===== src/rtl/fv_enc_pkg.sv =====
// Shared definitions for the polynomial-multiplier scheduler: FSM state
// encoding, requester count and the default watchdog limit.
package fv_enc_pkg;

  localparam int NREQ        = 2;
  localparam int TIMEOUT_DEF = 64;

  typedef enum logic [2:0] {
    S_IDLE  = 3'd0,
    S_GRANT = 3'd1,
    S_START = 3'd2,
    S_WAIT  = 3'd3,
    S_DONE  = 3'd4
  } state_t;

endpackage


===== src/rtl/rr_arb2.sv =====
// Combinational two-way round-robin pick. With both requests pending the
// requester that was not granted last wins; the pointer lives in the parent.
module rr_arb2
  import fv_enc_pkg::*;
(
  input  logic [NREQ-1:0] req,
  input  logic            last,
  output logic            idx
);

  // Pick the winner from the request bits and the last-grant pointer
  always_comb begin
    idx = 1'b0;
    if (req == 2'b11) begin
      idx = ~last;
    end else if (req[1]) begin
      idx = 1'b1;
    end
  end

endmodule


===== src/rtl/fv_mul_scheduler.sv =====
// Schedules jobs from two requesters onto one shared polynomial multiplier.
// Optional feature: define FV_MUL_WATCHDOG_EN to abort a job whose multiplier
// never answers (rsp_err=1 after TIMEOUT cycles in WAIT).
// All outputs are registered and derived from the next state, so each output
// appears in the same cycle as the state it belongs to.
module fv_mul_scheduler
  import fv_enc_pkg::*;
#(
  parameter int N       = 16,
  parameter int QW      = 5,
  parameter int UW      = 1,
  parameter int TIMEOUT = TIMEOUT_DEF
) (
  input  logic            clk,
  input  logic            rst,
  input  logic [NREQ-1:0] req_valid,
  output logic [NREQ-1:0] req_ready,
  output logic [NREQ-1:0] rsp_valid,
  output logic            rsp_err,
  output logic            mul_start,
  output logic            mul_sel,
  input  logic            mul_done,
  output logic            busy
);

  // A degenerate configuration never accepts work.
  localparam bit CFG_OK = (N > 0) && (QW > 0) && (UW > 0) && (TIMEOUT > 1);

  state_t          state_q, state_d;
  logic            last_q, last_d;
  logic            owner_q, owner_d;
  logic            arb_idx;
  logic [NREQ-1:0] ready_d, rsp_d;
  logic            start_d;

`ifdef FV_MUL_WATCHDOG_EN
  localparam int CW = (TIMEOUT > 2) ? $clog2(TIMEOUT) : 1;
  logic [CW-1:0] cnt_q, cnt_d;
  logic          err_d;
`endif

  rr_arb2 u_arb (
    .req  (req_valid),
    .last (last_q),
    .idx  (arb_idx)
  );

  // Next-state and next-output decode
  always_comb begin
    state_d = state_q;
    last_d  = last_q;
    owner_d = owner_q;
    ready_d = '0;
    rsp_d   = '0;
    start_d = 1'b0;
`ifdef FV_MUL_WATCHDOG_EN
    cnt_d   = cnt_q;
    err_d   = 1'b0;
`endif
    case (state_q)
      S_IDLE: begin
        if (CFG_OK && (|req_valid)) begin
          state_d = S_GRANT;
          owner_d = arb_idx;
          last_d  = arb_idx;
          ready_d = arb_idx ? 2'b10 : 2'b01;
        end
      end
      S_GRANT: begin
        state_d = S_START;
        start_d = 1'b1;
      end
      S_START: begin
        // mul_done here coincides with mul_start and is deliberately ignored
        state_d = S_WAIT;
`ifdef FV_MUL_WATCHDOG_EN
        cnt_d   = '0;
`endif
      end
      S_WAIT: begin
        if (mul_done) begin
          state_d = S_DONE;
          rsp_d   = owner_q ? 2'b10 : 2'b01;
`ifdef FV_MUL_WATCHDOG_EN
        end else if (cnt_q == CW'(TIMEOUT - 1)) begin
          state_d = S_DONE;
          rsp_d   = owner_q ? 2'b10 : 2'b01;
          err_d   = 1'b1;
        end else begin
          cnt_d   = cnt_q + 1'b1;
`endif
        end
      end
      S_DONE: begin
        state_d = S_IDLE;
      end
      default: begin
        state_d = S_IDLE;
      end
    endcase
  end

  // State, pointer and registered outputs
  always_ff @(posedge clk) begin
    if (rst) begin
      state_q   <= S_IDLE;
      last_q    <= 1'b1;
      owner_q   <= 1'b0;
      req_ready <= '0;
      rsp_valid <= '0;
      mul_start <= 1'b0;
      mul_sel   <= 1'b0;
      busy      <= 1'b0;
    end else begin
      state_q   <= state_d;
      last_q    <= last_d;
      owner_q   <= owner_d;
      req_ready <= ready_d;
      rsp_valid <= rsp_d;
      mul_start <= start_d;
      mul_sel   <= (state_d == S_IDLE) ? 1'b0 : owner_d;
      busy      <= (state_d != S_IDLE);
    end
  end

`ifdef FV_MUL_WATCHDOG_EN
  // Watchdog counter and error flag
  always_ff @(posedge clk) begin
    if (rst) begin
      cnt_q   <= '0;
      rsp_err <= 1'b0;
    end else begin
      cnt_q   <= cnt_d;
      rsp_err <= err_d;
    end
  end
`else
  assign rsp_err = 1'b0;
`endif

endmodule


===== config.mk =====
export PLATFORM = sky130hd
export DESIGN_NAME = fv_mul_scheduler
export DESIGN_NICKNAME = d
export VERILOG_FILES = /design/src/rtl/fv_enc_pkg.sv /design/src/rtl/rr_arb2.sv /design/src/rtl/fv_mul_scheduler.sv
export SDC_FILE = /design/constraint.sdc
export NUM_CORES = 1
export LEC_CHECK = 0
export ABC_AREA = 0
export CAP_MARGIN = 20
export CORE_AREA = 2 2 39 41
export CTS_CLUSTER_SIZE = 24
export DETAILED_ROUTE_END_ITERATION = 6
export DIE_AREA = 0 0 41 43
export GPL_ROUTABILITY_DRIVEN = 0
export GPL_TIMING_DRIVEN = 1
export PLACE_DENSITY_LB_ADDON = 0.3
export SLEW_MARGIN = 0
export SYNTH_ARGS = -nofsm -noshare
export SYNTH_HDL_FRONTEND = slang
export SYNTH_SLANG_ARGS = --single-unit

===== constraint.sdc =====
create_clock -name clk -period 1.9 [get_ports clk]
set_clock_uncertainty 0.1 [all_clocks]
set_input_delay 0.285 -clock clk [delete_from_list [all_inputs] [get_ports clk]]
set_output_delay 0.285 -clock clk [all_outputs]
set_load 0.05 [all_outputs]

## After elaboration in Yosys (flattened, before gate mapping)

Cells that the tools add are included.

| operators by class | value |
|---|---|
| muxes and demuxes | 10 |
| reductions and logical operators | 8 |
| bitwise logic cells | 5 |
| equal/unequal tests | 4 |

Operators by type and width:

| operator | count |
|---|---|
| one-hot mux 3 bit (4 select lines) | 1 |
| equality test 3 x 2 -> 1 bit, second input constant | 2 |
| zero test 3 bit | 2 |
| 2-to-1 mux 3 bit | 2 |
| OR reduction 3 bit | 2 |
| 2-to-1 mux 1 bit | 5 |
| inverter 1 bit | 5 |
| 2-to-1 mux 2 bit | 2 |
| OR reduction 2 bit | 2 |
| equality test 3 x 1 -> 1 bit, second input constant | 1 |
| nonzero test 3 bit | 1 |
| equality test 2 bit, second input constant | 1 |
| AND reduction 2 bit | 1 |

| storage, ports and cells | value |
|---|---|
| input bits | 5 |
| word-level logic and storage cells | 35 |
| register bits | 12 |
| output and inout port bits | 8 |

## Logic depth before layout (Yosys ltp)

| logic depth | value |
|---|---|
| word-level depth | 5 |
| gate-level depth with buffers | 3 |
| mapped depth without buffers | 3 |

## Hierarchy

Synthesis repeated with hierarchy kept, for this count alone.

| unflattened totals | value |
|---|---|
| cell total of the unflattened synthesis | 39 |
| area total of the unflattened synthesis | 442.9 µm² |

By module, submodules not included:

| module | area each (µm²) | times used | seq. area each (µm²) | cells each |
|---|---|---|---|---|
| fv_mul_scheduler | 431.7 | 1 | 240.2 | 38 |
| rr_arb2 | 11.3 | 1 | 0.0 | 1 |

## Worst setup path before layout

OpenSTA, ideal clock, no wires.

| timing path | value |
|---|---|
| path type | register to register |
| start | register state_q[0] |
| end | register last_q |
| setup slack | 0.472 ns |
| buffers on the path | 0 |
| setup time | 0.122 ns |
| stages on the path, launching flop included | 3 |
| data arrival time | 1.206 ns |
| cell sequence | dfxtp_1 or4b_1 a221o_1 |

| between the ends | value |
|---|---|
| longest elaborated chain between the ends | 2 |

RTL lines:

| element | RTL line | RTL |
|---|---|---|
| from (decl) | fv_mul_scheduler.sv:29 | `state_t state_q, state_d;` |
| from (signal assigned) | fv_mul_scheduler.sv:115 | `state_q <= state_d;` |
| zero test 3 bit | fv_mul_scheduler.sv:60 | `case (state_q)` |
| AND reduction 2 bit (no line) | - |  |
| to (signal assigned) | fv_mul_scheduler.sv:116 | `last_q <= last_d;` |
| to (decl) | fv_mul_scheduler.sv:30 | `logic last_q, last_d;` |

Every way passes these cells.
A chain may end at the register's enable or synchronous reset.

## Worst setup path after layout

| timing path | value |
|---|---|
| start | register mul_start |
| end | output port mul_start |

RTL lines:

| element | RTL line | RTL |
|---|---|---|
| from (decl) | fv_mul_scheduler.sv:20 | `output logic mul_start,` |
| from (signal assigned) | fv_mul_scheduler.sv:120 | `mul_start <= start_d;` |

No word-level cell between the ends.

==> metrics.md <==
| Metric | Value |
|---|---|
| Core area | 0.001384 mm2 |
| Critical path required time | 1.51 ns |
| FP Rows | 14 |
| Die area | 0.001763 mm2 |
| Hold slack final | 0.3625 ns |
| Register-to-Register Path Depth | 2 |
| Pwr Density | 1004 mW/mm2 |
| Setup crit end kind | primary output |
| CTS tree | done |
| DR iter-0 viols | 1 |
| Slew headroom | 0.6683 |
| Worst Setup Path Type | reg -> out |
| YS warnings | 0 |
| Nets | 59 |
| Tcrit/Tclk final | 0.9238 |
| Quantity of hold-fixing buffers added after cts | 0 |
| Number of top-level pins | 13 |
| Congestion Overflow GR | 0 |
| WL final | 649 um |
| Multi-input gate area | 153.9 um2 |
| Endpoint, Worst Hold | rsp_valid[0]$_SDFF_PP0_ |
| TritonRoute pass-1 iters | 4 |
| Setup violations, final | 0 |
| Initial Util | 0.2929 |
| Clock tree sinks | 12 |
| Area grow syn2layout | 41.05% |
| Cell family with most CP delay | buffers and inverters |
| Die width | 41 um |
| Cell Chain, Critical Path | clkdlybuf4s50_1 |
| Setup TNS | 0 ns |
| Critical Path Start Type | register |
| Worst Hold Depth | 1 |
| Post-CTS Resized | 0 |
| Vias in the first global route | 256 |
| First-pass GRT wire length | 1069 um |
| RSZ-0062 raised after global routing | false |
| Overall routing resource usage | 0.1010 |
| CTS clk-pin slew, worst paths | 0.07 ns |
| Clk_lat worst skew | 0.27 ns |
| Max-Cap Viols | 0 |
| Port Buffers | 11 |
| CTS Buf Count | 3 |
| Critical path buffers and inverters | 1 |
| Leakage | 0.2301 nW |
| Status | complete, no violations |
| Period minus WS final | 1.755 ns |
| Post-CTS setup buffers | 0 |
| Critical path peak fanout | 1 |
| Slew Viols, Final | 0 |
| CP max stage cell | clkdlybuf4s50_1 |
| FMAX | 569.7 MHz |
| Vias | 313 |
| Crit-path max cell delay | 0.79 ns |
| Mapped Cells | 38 |
| Yosys reg bits | 12 |
| DPL Wire Length | 516.1 um |
| Ant. Diodes | 0 |
| Worst Hold Class | reg -> reg |
| CTS Buffer Depth | 2 |
| Avg Cell Area, Syn | 10.67 um2 |
| Antenna viol nets, final | 0 |
| Worst vdd ir | 0.4220 mV |
| Vias per cell | 4.536 |
| Cell variety after synth | 19 |
| Hold Vio Cnt, Final | 0 |
| DRC viols | 0 |
| Post-synthesis sequential area ratio | 0.5926 |
| H-tree levels | 1 |
| Die Height | 43 um |
| Hold_sp | owner_q$_SDFF_PP0_ |
| Initial antenna violation count | 0 |
| Mapped cell area | 405.4 um2 |
| R2R Path Start | state_q[0]$_SDFF_PP0_ |
| Root buffer cell | clkbuf_4 |
| Reg2reg end | last_q$_SDFFE_PP1P_ |
| R2r setup slk | 0.41 ns |
| Mapped Nets | 43 |
| Pin count of the biggest net entering global routing | 9 |
| Ratio of cells with drive above 1 in the final layout | 0.1321 |
| Drt wl/cell | 9.406 um |
| Seq. cell area | 240.2 um2 |
| CP arrival | 1.37 ns |
| Fill count | 143 |
| Worst-Margin Slew | 0.4960 ns |
## cells in the final DEF (no fill, tap or decap)
cell             count
a21boi_0             2
a221o_1              1
a22oi_1              1
a31oi_1              1
and2_1               2
and3_1               1
and3_2               1
and4_2               1
and4b_1              1
buf_4                1
clkbuf_4             3
clkbuf_8             1
clkdlybuf4s50_1     11
conb_1               1
dfxtp_1             12
inv_1                1
nor2_1               4
nor2b_1              3
nor3_1               2
o21ai_0              1
o22ai_1              1
or4b_1               1
## synth_stat cells (all sizes together)
cell type,number,area share
o22ai,1,0.015
inv,1,0.0093
and4b,1,0.025
nor2b,3,0.046
a22oi,1,0.019
a21boi,2,0.037
dfxtp,12,0.59
o21ai,1,0.012
buf,1,0.019
and4,1,0.025
a221o,1,0.025
and2,2,0.031
nor2,4,0.037
and3,2,0.034
a31oi,1,0.015
nor3,2,0.025
or4b,1,0.025
conb,1,0.0093
## cell families after synthesis
kind of cell,synth area share
DFF,0.5926
other,0.009250
buffers and inverters,0.02778
and+or+nand+nor,0.2469
AOI/OAI and AO/OA,0.1235
## sequential cells by signal (all words and copies together), names as in the netlist
name and count:
state_q 3, req_ready 2, mul_sel 1, last_q 1, busy 1, owner_q 1
rsp_valid 2, mul_start 1
## report_power, final
group          internal [W]  total [W]  switching [W]
combinational     0.0000394  0.0000953      0.0000559
clock              0.000116   0.000197      0.0000801
sequential         0.000269   0.000283      0.0000133
## layout make-up
class	instances	area share
Tap cell	16	0.03501
Inverter	1	0.006565
Timing Repair Buffer	12	0.2057
Clock buffer	4	0.06346
Sequential cell	12	0.4201
Multi-Input combinational cell	24	0.2691
## worst max-delay path by stage
stage / start / to / slack [ns] / depth (start not counted)
after floorplan: state_q[0]$_SDFF_PP0_ / last_q$_SDFFE_PP1P_ / 0.47 / 2
after global placement: req_valid[0] / last_q$_SDFFE_PP1P_ / 0.12 / 3
after detailed placement: req_valid[0] / last_q$_SDFFE_PP1P_ / 0.11 / 3
after CTS: mul_start$_SDFF_PP0_ / mul_start / 0.12 / 1
after global routing: req_ready[1]$_SDFF_PP0_ / req_ready[1] / 0.09 / 1
final: mul_start$_SDFF_PP0_ / mul_start / 0.14 / 1
## stage by stage
stage / total power [W] / setup slack, ns / std cells / cell area, um2 / utilization
2_1_floorplan: 0.0003501 / 0.4717 / 38 / 405.4 / -
3_3_place_gp: 0.0003840 / 0.1248 / 65 / 535.5 / 0.3870
3_5_place_dp: 0.0003840 / 0.1102 / 65 / 535.5 / 0.3870
4_1_cts: 0.0005834 / 0.1244 / 69 / 571.8 / 0.4132
5_1_grt: 0.0006018 / 0.09096 / 69 / 571.8 / 0.4132
6_report: 0.0005743 / 0.1448 / 69 / 571.8 / 0.4132
## layer usage
| layer | up-vias | track usage | wire length [um] |
|---|---|---|---|
| li1 | 163 | - | - |
| met3 | 0 | 0.07853 | 39 |
| met4 | 0 | 0.08000 | 0 |
| met1 | 140 | 0.09836 | 269 |
| met5 | - | 0 | 0 |
| met2 | 10 | 0.1344 | 340 |
(Power assumes the default switching activity.)
